`src/rtl/flappy_pkg.sv`:
```
// Shared types and constants for the flappy game-logic blocks.
package flappy_pkg;

  typedef enum logic [1:0] {
    READY = 2'd0,
    PLAY  = 2'd1,
    DYING = 2'd2,
    OVER  = 2'd3
  } game_state_t;

  localparam logic [7:0] KEY_W     = 8'h1A;
  localparam logic [7:0] KEY_SPACE = 8'h2C;

  localparam int SCREEN_X_MAX = 639;
  localparam int FLOOR_Y_DEF  = 479;

  // Widen a 10-bit screen coordinate to a 12-bit signed value so that
  // left-edge subtractions go negative instead of wrapping.
  function automatic logic signed [11:0] ext12(input logic [9:0] v);
    return $signed({2'b00, v});
  endfunction

endpackage

```
`src/rtl/pipe_hit_check.sv`:
```
// Combinational collision / pass detection between the bird and one pipe.
// All arithmetic is 12-bit signed on zero-extended 10-bit coordinates.
module pipe_hit_check
  import flappy_pkg::*;
#(
  parameter int PIPE_HALF_W = 16,
  parameter int GAP_HALF    = 40,
  parameter int FLOOR_Y     = FLOOR_Y_DEF
) (
  input  logic [9:0] bird_x_i,
  input  logic [9:0] bird_y_i,
  input  logic [9:0] bird_s_i,
  input  logic [9:0] pipe_x_i,
  input  logic [9:0] pipe_y_i,
  output logic       hit_o,
  output logic       passed_o
);

  localparam logic signed [11:0] PHW = 12'(PIPE_HALF_W);
  localparam logic signed [11:0] GH  = 12'(GAP_HALF);
  localparam logic signed [11:0] FLY = 12'(FLOOR_Y);

  logic signed [11:0] bx, by, bs, px, py;
  logic signed [11:0] dx, adx;
  logic               x_overlap, out_of_gap, on_floor;

  assign bx = ext12(bird_x_i);
  assign by = ext12(bird_y_i);
  assign bs = ext12(bird_s_i);
  assign px = ext12(pipe_x_i);
  assign py = ext12(pipe_y_i);

  // Overlap, gap and floor tests on the signed operands.
  always_comb begin
    dx         = bx - px;
    adx        = (dx < 0) ? -dx : dx;
    x_overlap  = (adx <= bs + PHW);
    out_of_gap = (by - bs < py - GH) || (by + bs > py + GH);
    on_floor   = (by + bs >= FLY);
    hit_o      = (x_overlap && out_of_gap) || on_floor;
    passed_o   = (px + PHW) < (bx - bs);
  end

endmodule

```
`src/rtl/pipe_score_ctrl.sv`:
```
// Game state machine, death timer and score counter for the pipe mover.
// Optional high-score register enabled by defining PIPE_SCORE_HIGH_SCORE_EN.
module pipe_score_ctrl
  import flappy_pkg::*;
#(
  parameter int PIPE_HALF_W  = 16,
  parameter int GAP_HALF     = 40,
  parameter int FLOOR_Y      = FLOOR_Y_DEF,
  parameter int DEATH_FRAMES = 60,
  parameter int SCORE_W      = 27
) (
  input  logic               frame_clk,
  input  logic               Reset,
  input  logic [7:0]         keycode,
  input  logic [9:0]         BirdX,
  input  logic [9:0]         BirdY,
  input  logic [9:0]         BirdS,
  input  logic [9:0]         PipeX,
  input  logic [9:0]         PipeY,
  output logic [SCORE_W-1:0] score,
  output logic [1:0]         game_state,
  output logic               freeze,
  output logic               pass_pulse,
  output logic [SCORE_W-1:0] high_score
);

  localparam int                 CNT_W     = $clog2(DEATH_FRAMES + 1);
  localparam logic [CNT_W-1:0]   CNT_LOAD  = CNT_W'(DEATH_FRAMES - 1);
  localparam logic [SCORE_W-1:0] SCORE_MAX = {SCORE_W{1'b1}};

  game_state_t        state_q, state_d;
  logic [CNT_W-1:0]   cnt_q, cnt_d;
  logic [SCORE_W-1:0] score_q, score_d;
  logic               armed_q, armed_d;
  logic               pulse_q, pulse_d;
  logic               hit, passed;
  logic               death_done;

  pipe_hit_check #(
    .PIPE_HALF_W (PIPE_HALF_W),
    .GAP_HALF    (GAP_HALF),
    .FLOOR_Y     (FLOOR_Y)
  ) u_hit_check (
    .bird_x_i (BirdX),
    .bird_y_i (BirdY),
    .bird_s_i (BirdS),
    .pipe_x_i (PipeX),
    .pipe_y_i (PipeY),
    .hit_o    (hit),
    .passed_o (passed)
  );

  assign death_done = (state_q == DYING) && (cnt_q == '0);

  // Next-state, death timer and scoring decisions for the current frame.
  always_comb begin
    // NOTE: every signal gets a default before the case so no path can
    // leave it unassigned and infer a latch.
    state_d = state_q;
    cnt_d   = cnt_q;
    score_d = score_q;
    armed_d = armed_q;
    pulse_d = 1'b0;
    unique case (state_q)
      READY: begin
        if (keycode == KEY_W) state_d = PLAY;
      end
      PLAY: begin
        if (hit) begin
          state_d = DYING;
          cnt_d   = CNT_LOAD;
        end else if (passed) begin
          if (armed_q) begin
            armed_d = 1'b0;
            if (score_q != SCORE_MAX) begin
              score_d = score_q + 1'b1;
              pulse_d = 1'b1;
            end
          end
        end else begin
          // Pipe is back to the right of the bird: allow the next pass.
          armed_d = 1'b1;
        end
      end
      DYING: begin
        if (cnt_q == '0) state_d = OVER;
        else             cnt_d   = cnt_q - 1'b1;
      end
      OVER: begin
        if (keycode == KEY_SPACE) begin
          state_d = READY;
          score_d = '0;
          armed_d = 1'b1;
        end
      end
      default: state_d = READY;
    endcase
  end

  // Frame-rate state register with synchronous reset.
  always_ff @(posedge frame_clk) begin
    // NOTE: sequential state uses non-blocking assignments so every register
    // samples the pre-edge values regardless of statement order.
    if (Reset) begin
      state_q <= READY;
      cnt_q   <= '0;
      score_q <= '0;
      armed_q <= 1'b1;
      pulse_q <= 1'b0;
    end else begin
      state_q <= state_d;
      cnt_q   <= cnt_d;
      score_q <= score_d;
      armed_q <= armed_d;
      pulse_q <= pulse_d;
    end
  end

  assign score      = score_q;
  assign game_state = state_q;
  assign freeze     = (state_q != PLAY);
  assign pass_pulse = pulse_q;

`ifdef PIPE_SCORE_HIGH_SCORE_EN
  logic [SCORE_W-1:0] high_q, high_d;

  // Capture the finished game's score if it beats the record.
  always_comb begin
    high_d = high_q;
    if (death_done && (score_q > high_q)) high_d = score_q;
  end

  // High-score register, cleared only by reset.
  always_ff @(posedge frame_clk) begin
    if (Reset) high_q <= '0;
    else       high_q <= high_d;
  end

  assign high_score = high_q;
`else
  logic unused_death_done;
  assign unused_death_done = death_done;
  assign high_score        = '0;
`endif

endmodule
```
`config.mk`:
```
export PLATFORM = sky130hd
export DESIGN_NAME = pipe_score_ctrl
export DESIGN_NICKNAME = d
export VERILOG_FILES = /design/src/rtl/flappy_pkg.sv /design/src/rtl/pipe_hit_check.sv /design/src/rtl/pipe_score_ctrl.sv
export SDC_FILE = /design/constraint.sdc
export NUM_CORES = 1
export LEC_CHECK = 0
export BUFFER_PORTS_ARGS = -buffer_cell sky130_fd_sc_hd__clkbuf_2
export CORE_MARGIN = 2
export CORE_UTILIZATION = 40
export CTS_CLUSTER_DIAMETER = 40
export DETAILED_ROUTE_END_ITERATION = 8
export GPL_TIMING_DRIVEN = 1
export HOLD_SLACK_MARGIN = 0.15
export SLEW_MARGIN = 10
export SYNTH_ARGS = -nofsm -noshare
export SYNTH_HDL_FRONTEND = slang
export SYNTH_SLANG_ARGS = --single-unit
```
`constraint.sdc`:
```
create_clock -name frame_clk -period 5.5 [get_ports frame_clk]
set_input_delay 0.55 -clock frame_clk [delete_from_list [all_inputs] [get_ports frame_clk]]
set_output_delay 0.55 -clock frame_clk [all_outputs]
set_load 0.02 [all_outputs]
```
==> summary.txt, run 1 <==
PLACEMENT
-----------------------------------------------------------------------------------------
Number of cells in the design after placement                                         948
Total cell area at the placement stage                                       0.00595 sq mm
Worst slack at placement                                                       -0.0475 ns
Final weighted congestion in routability-driven placement                           0.832
HPWL after detailed placement                                                   11,300 um
Quantity of I/O buffers inserted on ports                                              90

PWR
-----------------------------------------------------------------------------------------
Total power per unit cell area                                                199 mW/mm^2
Static leakage                                                                 0.00281 uW
Worst ir drop on vdd                                                             0.129 mV
Overall power of the completed layout                                             1220 uW

LAYOUT
-----------------------------------------------------------------------------------------
Fraction of final layout cells sized beyond drive strength 1                        0.169
Area growth from synthesis to layout                                                14.2%
Count of fill cells added during filler insertion                                   1,339
Final instance count without filler cells                                             958
Antenna Cells                                                                           0
Finished layout cell area                                                    0.00611 sq mm
# nets final                                                                          939

YOSYS
-----------------------------------------------------------------------------------------
Average cell area after synthesis                                              7.80 sq um
Fraction of the yosys area taken by sequential cells                                0.138
Most used flip-flop cell after synthesis                                     sky130_fd_sc_hd__dfxtp_1
Proportion of netlist area held by the largest area contributor                     0.220
Post-synthesis cell area                                                     0.00535 sq mm
Top cells by instance count after synthesis                                  94 x sky130_fd_sc_hd__ha_1, 61 x sky130_fd_sc_hd__inv_1, 57 x sky130_fd_sc_hd__a21oi_1, 43 x sky130_fd_sc_hd__o21ai_0, 42 x sky130_fd_sc_hd__xnor2_1
Count of flip-flops with a built-in enable after synthesis                              0
Proportion of register bits with asynchronous set or reset after synthesis              0
Netlist cell types                                                                     65
Top cells by area in the synthesized netlist                                 sky130_fd_sc_hd__ha_1 22%, sky130_fd_sc_hd__dfxtp_1 14%, sky130_fd_sc_hd__xnor2_1 6.9%
Number of instances in the synthesized netlist                                        686
Library cell with the highest instance count after synthesis                 sky130_fd_sc_hd__ha_1
Largest area contributor in the synthesized netlist                          sky130_fd_sc_hd__ha_1
Flop and latch count out of synthesis                                                  37
Count of warnings emitted by yosys                                                      0

SETUP PATH
-----------------------------------------------------------------------------------------
Data arrival at the endpoint of the critical path                                 5.32 ns
Critical Path Max Stage Delay                                                     0.39 ns
Maximum net fanout on the critical path                                                 7
Start-to-end type of the worst setup path                                       in -> reg
Most used cell, CP                                                           sky130_fd_sc_hd__a21oi_1
Slowest cell on the critical path                                            sky130_fd_sc_hd__fa_1
Crit path capture type                                                               flop
Nature of the critical path startpoint                                         input port
Number of buffers and inverters on the critical path                                    4
Setup slack of the worst register-to-register path                                2.57 ns
Crit-path leading delay family                                               compound AO/OA/AOI/OAI gates
Critical path data required time                                                  5.71 ns

ROUTE
-----------------------------------------------------------------------------------------
Post-route DRC                                                                          0
Total wirelength of the detailed-routed design                                  13,400 um
Violation count after the first detailed-route iteration                              256
Detail Route Antenna Nets                                                               0
Post-DR wirelength/cell                                                           14.0 um
DR pass1 iterations                                                                     5
Total number of vias                                                                5,110
Mean number of vias per cell                                                         5.33

DIE
-----------------------------------------------------------------------------------------
Die H                                                                              120 um
Count of standard-cell rows                                                            42
Horizontal extent of the die                                                       120 um
Number of primary I/O pins                                                            118
Initial standard-cell utilization of the core                                       0.407
Area of the die                                                              0.0143 sq mm
Core Area                                                                    0.0131 sq mm

GLOBAL ROUTE
-----------------------------------------------------------------------------------------
Initial antenna violation count                                                         0
Most congested layer reported by global routing                                      met2
Met2 track utilization from global routing                                          0.337
Met1 Track Usage GR                                                                 0.241
Vias in the first global route                                                      4,838
Total congestion overflow                                                               0
Fraction of met3 tracks used by global routing                                     0.0219
All-layer global routing usage                                                      0.188
First-pass GRT wire length                                                      22,500 um
Pin count of the biggest net entering global routing                                   16

STATUS
-----------------------------------------------------------------------------------------
Run status                                                                   finished clean

CLOCKING
-----------------------------------------------------------------------------------------
Clock-pin slew on the worst setup and hold paths                                  0.06 ns
Clock sinks                                                                            37
Clock latency of the later-clocked register in the worst-skew pair                0.28 ns
Root Buffer Master                                                           sky130_fd_sc_hd__clkbuf_16
TritonCTS Buffers                                                                       5
Total number of H-tree levels                                                           2
Number of buffers inserted for hold repair after clock tree synthesis                   0
CTS tree                                                                             done
Max Buffers Root-to-Sink                                                                2

STA
-----------------------------------------------------------------------------------------
Maximum clock frequency                                                         0.196 GHz
# setup viols final                                                                     0
Worst-case setup margin in the final layout                                      0.390 ns
Final slew viol count                                                                   0
Final Cycle Share                                                                   0.929
Worst clock skew                                                               0.00637 ns
Count of endpoints failing hold in the final timing report                              0
Final worst path period need                                                      5.11 ns

MIN PATH
-----------------------------------------------------------------------------------------
Min-delay worst type                                                           reg -> reg

FLOW RUN
-----------------------------------------------------------------------------------------
Number of violations of the max-capacitance limit                                       0

-- final timing paths --
check             startpoint        end  cells after the start
hold reg to reg     score[1]   score[1]                      2
hold / removal      score[1]   score[1]                      2
setup / recovery    BirdY[0]  score[10]                     26
setup reg to reg    score[9]  score[20]                     11
-- cell type report --
cell class | count | area (sq um) | share of cell area
clock buffer | 6 | 129 | 0.0211
clock inverter | 2 | 10.0 | 0.00164
inverter | 63 | 236 | 0.0387
multi-input combinational | 568 | 4210 | 0.688
sequential | 37 | 741 | 0.121
tap | 176 | 220 | 0.0360
timing repair buffer | 106 | 571 | 0.0933
-- worst register-to-register path: cells and delay by family (launching register included) --
kind | cells | cell delay (ns)
compound gates | 3 | 0.51
buf+inv | 2 | 0.26
flops | 1 | 0.43
simple gates | 6 | 1.67
-- metal layers --
layer	vias up	part of all wire
met3	11	0.048
met1	2363	0.45
li1	2604	-
met4	0	0.013
met5	-	0
met2	132	0.49
-- sequential cells by signal, indices dropped and copies added, names as in the netlist --
register	cells
score	27
cnt_q	6
game_state	2
armed_q	1
pass_pulse	1
-- through the flow --
| step | setup TNS, ns | utilization | hold slack, ns |
|---|---|---|---|
| 2_1_floorplan | 0 | - | 0.486 |
| 3_3_place_gp | 0 | 0.453 | 0.499 |
| 3_5_place_dp | -0.166 | 0.453 | 0.505 |
| 4_1_cts | 0 | 0.463 | 0.518 |
| 5_1_grt | -0.0566 | 0.465 | 0.550 |
| 6_report | 0 | 0.465 | 0.521 |
-- kinds of logic after synthesis --
logic type,after synthesis,share of synthesized area
and+or+nand+nor,214,0.223
buffers and inverters,107,0.0961
other,1,0.000701
adders and majority gates,98,0.235
AOI/OAI and AO/OA,167,0.204
xor gates and xnor gates,58,0.0949
DFF,37,0.138
muxes,4,0.00771
-- report_power, final --
group / internal, uW / total [uW] / switching [uW]
registers: 289 / 306 / 17.4
logic: 274 / 635 / 362
clock network: 166 / 274 / 108
total: 729 / 1220 / 487
-- cells in the final DEF (no fill, tap or decap), drive strengths merged, types with 11 or more instances in the layout --
cell type,instances
nand2b,11
inv,63
nor3,14
nand3,27
or3,20
o21ai,45
nand4,15
ha,94
buf,16
nor2b,13
clkbuf,96
conb,27
nor2,29
a21oi,58
nand2,39
dfxtp,37
xnor2,42
xor2,16
-- what timing repair did --
| action | 4_1_cts | 5_1_grt |
|---|---|---|
| gates resized for setup | 0 | 4 |
| setup buffers | 0 | 2 |
| endpoints found under the setup margin | 0 | 26 |
(Power assumes the default switching activity.)
==> run 2, diff against run 1 <==
Settings changed: CAP_MARGIN from default to 10, CORE_UTILIZATION 40 to 45, PLACE_DENSITY from default to 0.68.
==> run 2 against run 1 <==
  * Power rose by 0.45%
  * The flow now finishes with violations (DRC)
  * Wire length barely moved
  * Register-to-register slack got worse by 0.17 ns
  * Clock-buffer cell count did not move
==> summary.txt, run 2 (same netlist as run 1, synthesis figures left out) <==
SETUP PATH
------------------------------------------------------------------------------------
Maximum net fanout on the critical path                                            5
Crit path capture type                                                          flop
Critical path data required time                                             5.66 ns
Start-to-end type of the worst setup path                                  in -> reg
Startpoint of the lowest-slack register-to-register path                    score[9]
Nature of the critical path startpoint                                    input port
Data arrival at the endpoint of the critical path                            5.27 ns
Crit. Startpoint                                                            BirdS[0]

LAYOUT
------------------------------------------------------------------------------------
Fraction of final layout cells sized beyond drive strength 1                   0.171
Flip-flop count of the largest register after layout                              27
Area growth from synthesis to layout                                           13.7%
Antenna Cells                                                                      0
Most used cells in the layout excluding fill and tap cells              94 x sky130_fd_sc_hd__ha_1, 90 x sky130_fd_sc_hd__clkbuf_2, 61 x sky130_fd_sc_hd__inv_1
# nets final                                                                     941
Most common cell after layout, fill and taps aside                      sky130_fd_sc_hd__ha_1

DIE
------------------------------------------------------------------------------------
Initial standard-cell utilization of the core                                  0.465
Count of standard-cell rows                                                       39
Core Area                                                               0.0115 sq mm
Number of primary I/O pins                                                       118
Horizontal extent of the die                                                  113 um
Die H                                                                         113 um
Area of the die                                                         0.0128 sq mm

STA
------------------------------------------------------------------------------------
Final slew viol count                                                              0
Maximum clock frequency                                                    0.196 GHz
Worst-case setup margin in the final layout                                 0.392 ns
# setup viols final                                                                0
Setup repair after global routing missed its margin                               no
Final Cycle Share                                                              0.929
Worst clock skew                                                          0.00388 ns
Final worst path period need                                                 5.11 ns
Count of endpoints failing hold in the final timing report                         0

CLOCKING
------------------------------------------------------------------------------------
Clock-pin slew on the worst setup and hold paths                             0.06 ns
Total number of H-tree levels                                                      2
Root Buffer Master                                                      sky130_fd_sc_hd__clkbuf_16
Max Buffers Root-to-Sink                                                           2
Number of buffers inserted for hold repair after clock tree synthesis              0
CTS tree                                                                        done
Clock latency of the later-clocked register in the worst-skew pair           0.28 ns
TritonCTS Buffers                                                                  5
Clock sinks                                                                       37

PLACEMENT
------------------------------------------------------------------------------------
HPWL after detailed placement                                              11,300 um
Quantity of I/O buffers inserted on ports                                         90
Final weighted congestion in routability-driven placement                      0.895
Worst slack at placement                                                  -0.0485 ns

PWR
------------------------------------------------------------------------------------
Clock group share of total power                                               0.224
Internal                                                                      731 uW
Switching portion of total power                                               0.401
Part of the total power dissipated in sequential elements                      0.252
Total power per unit cell area                                           201 mW/mm^2
Sw Pwr                                                                        490 uW
Overall power of the completed layout                                        1220 uW
Worst ir drop on vdd                                                        0.140 mV
Combinational fraction of design power                                         0.524
Static leakage                                                            0.00284 uW

ROUTE
------------------------------------------------------------------------------------
Mean number of vias per cell                                                    5.61
Total number of vias                                                           5,200
Post-route DRC                                                                     4
Detail Route Antenna Nets                                                          0
Post-DR wirelength/cell                                                      14.4 um
DR pass1 iterations                                                                6
Total wirelength of the detailed-routed design                             13,400 um
Violation count after the first detailed-route iteration                         241

GLOBAL ROUTE
------------------------------------------------------------------------------------
Vias in the first global route                                                 4,985
Total congestion overflow                                                          0
Initial antenna violation count                                                    0
First-pass GRT wire length                                                 22,400 um
Pin count of the biggest net entering global routing                              16
All-layer global routing usage                                                 0.208

STATUS
------------------------------------------------------------------------------------
Run status                                                              finished, violations left
Violations in the final reports                                                  DRC

MIN PATH
------------------------------------------------------------------------------------
Worst Hold Launch                                                          score[26]
Min-delay worst type                                                      reg -> reg

FLOW RUN
------------------------------------------------------------------------------------
Number of violations of the max-capacitance limit                                  0

run 2: cell types whose count changed in the layout (fill, tap and decap cells not counted), sizes merged:
cell	delta
buf	+2
run 2: cell type report:
| class | instances | area, sq um |
|---|---|---|
| clock buffer | 6 | 129 |
| clock inverter | 2 | 10.0 |
| fill | 1082 | 5430 |
| inverter | 63 | 236 |
| multi-input combinational | 568 | 4210 |
| sequential | 37 | 741 |
| tap | 143 | 179 |
| timing repair buffer | 108 | 586 |
run 2: layer usage:
metal	global-route usage	vias up	share of wire	routed length, um
met5	0	-	0	0
met4	0.0350	0	0.014	182
met3	0.0214	17	0.046	614
met2	0.363	143	0.47	6320
met1	0.283	2419	0.47	6270
li1	-	2621	-	-
run 2: stage by stage:
step | util | hold WS [ns] | std cells | area [sq um] | setup TNS [ns]
floorplan | - | 0.486 | 712 | 5450 | 0
global placement | 0.513 | 0.490 | 915 | 5910 | 0
detailed placement | 0.513 | 0.492 | 915 | 5910 | -0.203
CTS | 0.525 | 0.510 | 923 | 6050 | 0
global route | 0.529 | 0.530 | 927 | 6090 | 0
finish | 0.529 | 0.514 | 927 | 6090 | 0
run 2: power by group through the flow:
stage	Combinational, uW	Sequential [uW]	Clock (uW)
after floorplan	482	312	0
after global placement	606	312	0
after detailed placement	631	313	0
after CTS	636	307	277
after global routing	726	310	290
final	640	307	273
run 2: path summary, 6_finish.rpt:
kind | to | slack (ns) | depth (start not counted)
max | score[19] | 0.39 | 25
min | score[26] | 0.51 | 1
max reg2reg | score[20] | 2.40 | 11
min reg2reg | score[26] | 0.51 | 1
run 2: worst max-delay path, cell delays in order:
cell and delay (ns):
sky130_fd_sc_hd__clkbuf_2 0.14, sky130_fd_sc_hd__ha_1 0.18, sky130_fd_sc_hd__inv_1 0.06, sky130_fd_sc_hd__fa_1 0.40, sky130_fd_sc_hd__nand2_1 0.08, sky130_fd_sc_hd__nand2_1 0.05, sky130_fd_sc_hd__a21oi_1 0.22, sky130_fd_sc_hd__o21ai_0 0.15
sky130_fd_sc_hd__a21oi_2 0.18, sky130_fd_sc_hd__o21bai_1 0.10, sky130_fd_sc_hd__a21oi_2 0.19, sky130_fd_sc_hd__o21bai_1 0.09, sky130_fd_sc_hd__a21oi_1 0.18, sky130_fd_sc_hd__ha_1 0.31, sky130_fd_sc_hd__and2_1 0.21, sky130_fd_sc_hd__a221o_1 0.29
sky130_fd_sc_hd__a31oi_1 0.18, sky130_fd_sc_hd__a21oi_1 0.09, sky130_fd_sc_hd__nor3_1 0.20, sky130_fd_sc_hd__buf_4 0.15, sky130_fd_sc_hd__o2111ai_4 0.14, sky130_fd_sc_hd__or2_1 0.31, sky130_fd_sc_hd__o41a_1 0.47, sky130_fd_sc_hd__o211a_1 0.14
sky130_fd_sc_hd__or2_1 0.21
run 2: what timing repair did:
item | CTS | global route
gates resized for setup | 0 | 5
endpoints found under the setup margin | 0 | 30
buffers inserted | 0 | 4
==> run 3, diff against run 2 <==
Settings changed: RECOVER_POWER from default to 100, REMOVE_ABC_BUFFERS from default to 1, SETUP_SLACK_MARGIN from default to 0.5.
==> run 3 against run 2 <==
  * The run still ends with DRC left
  * Sequential share of layout area decreased by 0.40 points
  * Non-clock buffer count increased by 10
  * Clock-buffer cell count increased by 2
  * Global-route usage decreased by 0.46 points
  * Wire length increased by 2.3%
  * Clock skew increased by 0.0015 ns
  * Largest power group unchanged
==> summary.txt, run 3 (same netlist as run 1, synthesis figures left out) <==
CLOCKING
---------------------------------------------------------------------------------
Clock-pin slew on the worst setup and hold paths                          0.05 ns
Root Buffer Master                                                   sky130_fd_sc_hd__clkbuf_16
Total number of H-tree levels                                                   2
Clock sinks                                                                    37
Clock latency of the later-clocked register in the worst-skew pair        0.28 ns
CTS tree                                                                     done
TritonCTS Buffers                                                               5
Max Buffers Root-to-Sink                                                        2

STA
---------------------------------------------------------------------------------
Worst clock skew                                                       0.00534 ns
Maximum clock frequency                                                 0.203 GHz
Relative slew margins                                                       0.670
Final slew viol count                                                           0
Setup repair after global routing missed its margin                            no
# setup viols final                                                             0
Pin slew with the least headroom to its limit                            0.491 ns
Count of endpoints failing hold in the final timing report                      0
Final Cycle Share                                                           0.896
Final worst path period need                                              4.93 ns

LAYOUT
---------------------------------------------------------------------------------
Area growth from synthesis to layout                                        17.6%
Total area of multi-input combinational cells                        0.00436 sq mm
Fraction of final layout cells sized beyond drive strength 1                0.184
Count of fill cells added during filler insertion                           1,116
Flip-flop count of the largest register after layout                           27
# nets final                                                                  952
Area taken by flip-flops and latches                                    741 sq um
Most common cell after layout, fill and taps aside                   sky130_fd_sc_hd__ha_1
Most used cells in the layout excluding fill and tap cells           89 x sky130_fd_sc_hd__ha_1, 59 x sky130_fd_sc_hd__inv_1, 59 x sky130_fd_sc_hd__clkbuf_2
Fraction of the core area covered by cells at the end of the flow           0.546
Antenna Cells                                                                   0

PLACEMENT
---------------------------------------------------------------------------------
HPWL after detailed placement                                           10,800 um
Final weighted congestion in routability-driven placement                   0.849
Quantity of I/O buffers inserted on ports                                      90

ROUTE
---------------------------------------------------------------------------------
Post-route DRC                                                                  9
Total number of vias                                                        5,267
DR pass1 iterations                                                             6
Detail Route Antenna Nets                                                       0
Mean number of vias per cell                                                 5.62
Total wirelength of the detailed-routed design                          13,700 um
Post-DR wirelength/cell                                                   14.6 um
Violation count after the first detailed-route iteration                      240

SETUP PATH
---------------------------------------------------------------------------------
Most used cell, CP                                                   sky130_fd_sc_hd__a21oi_2
Crit path capture type                                                       flop
Nature of the critical path startpoint                                 input port
Critical Path Max Stage Delay                                             0.47 ns
Start-to-end type of the worst setup path                               in -> reg
Maximum net fanout on the critical path                                         8
Setup slack of the worst register-to-register path                        2.52 ns
Slowest cell on the critical path                                    sky130_fd_sc_hd__o32ai_1
Data arrival at the endpoint of the critical path                         5.14 ns
Crit-path leading delay family                                       compound AO/OA/AOI/OAI gates
Critical path data required time                                          5.71 ns
Number of buffers and inverters on the critical path                            7

PWR
---------------------------------------------------------------------------------
Worst ir drop on vdd                                                     0.248 mV
Static leakage                                                         0.00279 uW
Overall power of the completed layout                                     1260 uW
Total power per unit cell area                                        199 mW/mm^2

DIE
---------------------------------------------------------------------------------
Core Area                                                            0.0115 sq mm
Horizontal extent of the die                                               113 um
Number of primary I/O pins                                                    118
Die H                                                                      113 um
Initial standard-cell utilization of the core                               0.465
Count of standard-cell rows                                                    39
Area of the die                                                      0.0128 sq mm

GLOBAL ROUTE
---------------------------------------------------------------------------------
Total congestion overflow                                                       0
All-layer global routing usage                                              0.204
Vias in the first global route                                              4,861
First-pass GRT wire length                                              21,900 um
Pin count of the biggest net entering global routing                           15
Initial antenna violation count                                                 0

MIN PATH
---------------------------------------------------------------------------------
Min-delay worst type                                                   reg -> reg

STATUS
---------------------------------------------------------------------------------
Run status                                                           finished, violations left
Violations in the final reports                                               DRC

FLOW RUN
---------------------------------------------------------------------------------
Number of violations of the max-capacitance limit                               0

## run 3: changes by cell type in the layout (fill, tap and decap cells not counted), sizes merged
cell,previous run,this run
buf,18,26
nand2,39,40
clkinv,2,0
clkbuf,96,100
## run 3: worst paths after layout
kind / startpoint / end / depth (start not counted)
max: BirdX[0] / score[15] / 28
min reg2reg: score[26] / score[26] / 1
min: score[26] / score[26] / 1
max reg2reg: score[0] / score[15] / 12
## run 3: routing by layer
layer / wire length, um / up-vias / share of wire / track usage
met2: 6830 / 151 / 0.50 / 0.372
met1: 6060 / 2467 / 0.44 / 0.257
met3: 588 / 16 / 0.043 / 0.0209
met4: 206 / 0 / 0.015 / 0.0480
met5: 0 / - / 0 / 0
li1: - / 2633 / - / -
## run 3: through the flow
stage / hold slack (ns) / cell area [sq um] / setup slack [ns] / setup TNS [ns] / instances
2_1_floorplan: 0.481 / 5170 / 0.135 / 0 / 668
3_5_place_dp: 0.487 / 5910 / -0.0402 / -0.128 / 915
3_3_place_gp: 0.478 / 5910 / 0.150 / 0 / 915
4_1_cts: 0.499 / 6080 / 0.513 / 0 / 924
6_report: 0.495 / 6290 / 0.573 / 0 / 938
5_1_grt: 0.518 / 6290 / 0.253 / 0 / 938
## run 3: cell type report
cell class | instances | area share
multi-input combinational | 569 | 0.694
sequential | 37 | 0.118
timing repair buffer | 118 | 0.101
inverter | 63 | 0.0376
tap | 143 | 0.0284
clock buffer | 8 | 0.0217
## run 3: power breakdown
group / leakage (uW) / internal [uW] / switching [uW] / total (uW)
clock network: 0.0000652 / 169 / 105 / 274
registers: 0.000299 / 289 / 19.0 / 308
logic: 0.00242 / 298 / 376 / 674
## run 3: worst register-to-register path, stage by stage, from the launching register on
cell	delay, ns
sky130_fd_sc_hd__dfxtp_1	0.36
sky130_fd_sc_hd__ha_1	0.25
sky130_fd_sc_hd__and3_1	0.18
sky130_fd_sc_hd__and2_1	0.29
sky130_fd_sc_hd__and4_1	0.30
sky130_fd_sc_hd__inv_1	0.10
sky130_fd_sc_hd__nand3_2	0.09
sky130_fd_sc_hd__o32ai_1	0.44
sky130_fd_sc_hd__buf_12	0.20
sky130_fd_sc_hd__nand2_8	0.07
sky130_fd_sc_hd__buf_6	0.14
sky130_fd_sc_hd__or3_1	0.34
sky130_fd_sc_hd__a21oi_1	0.15
## run 3: repair_timing
action	CTS	global route
resized for setup	5	63
cloned	0	3
hold buffers	0	0
pin swaps	2	41
setup buffers	1	11
endpoints found under the setup margin	27	35
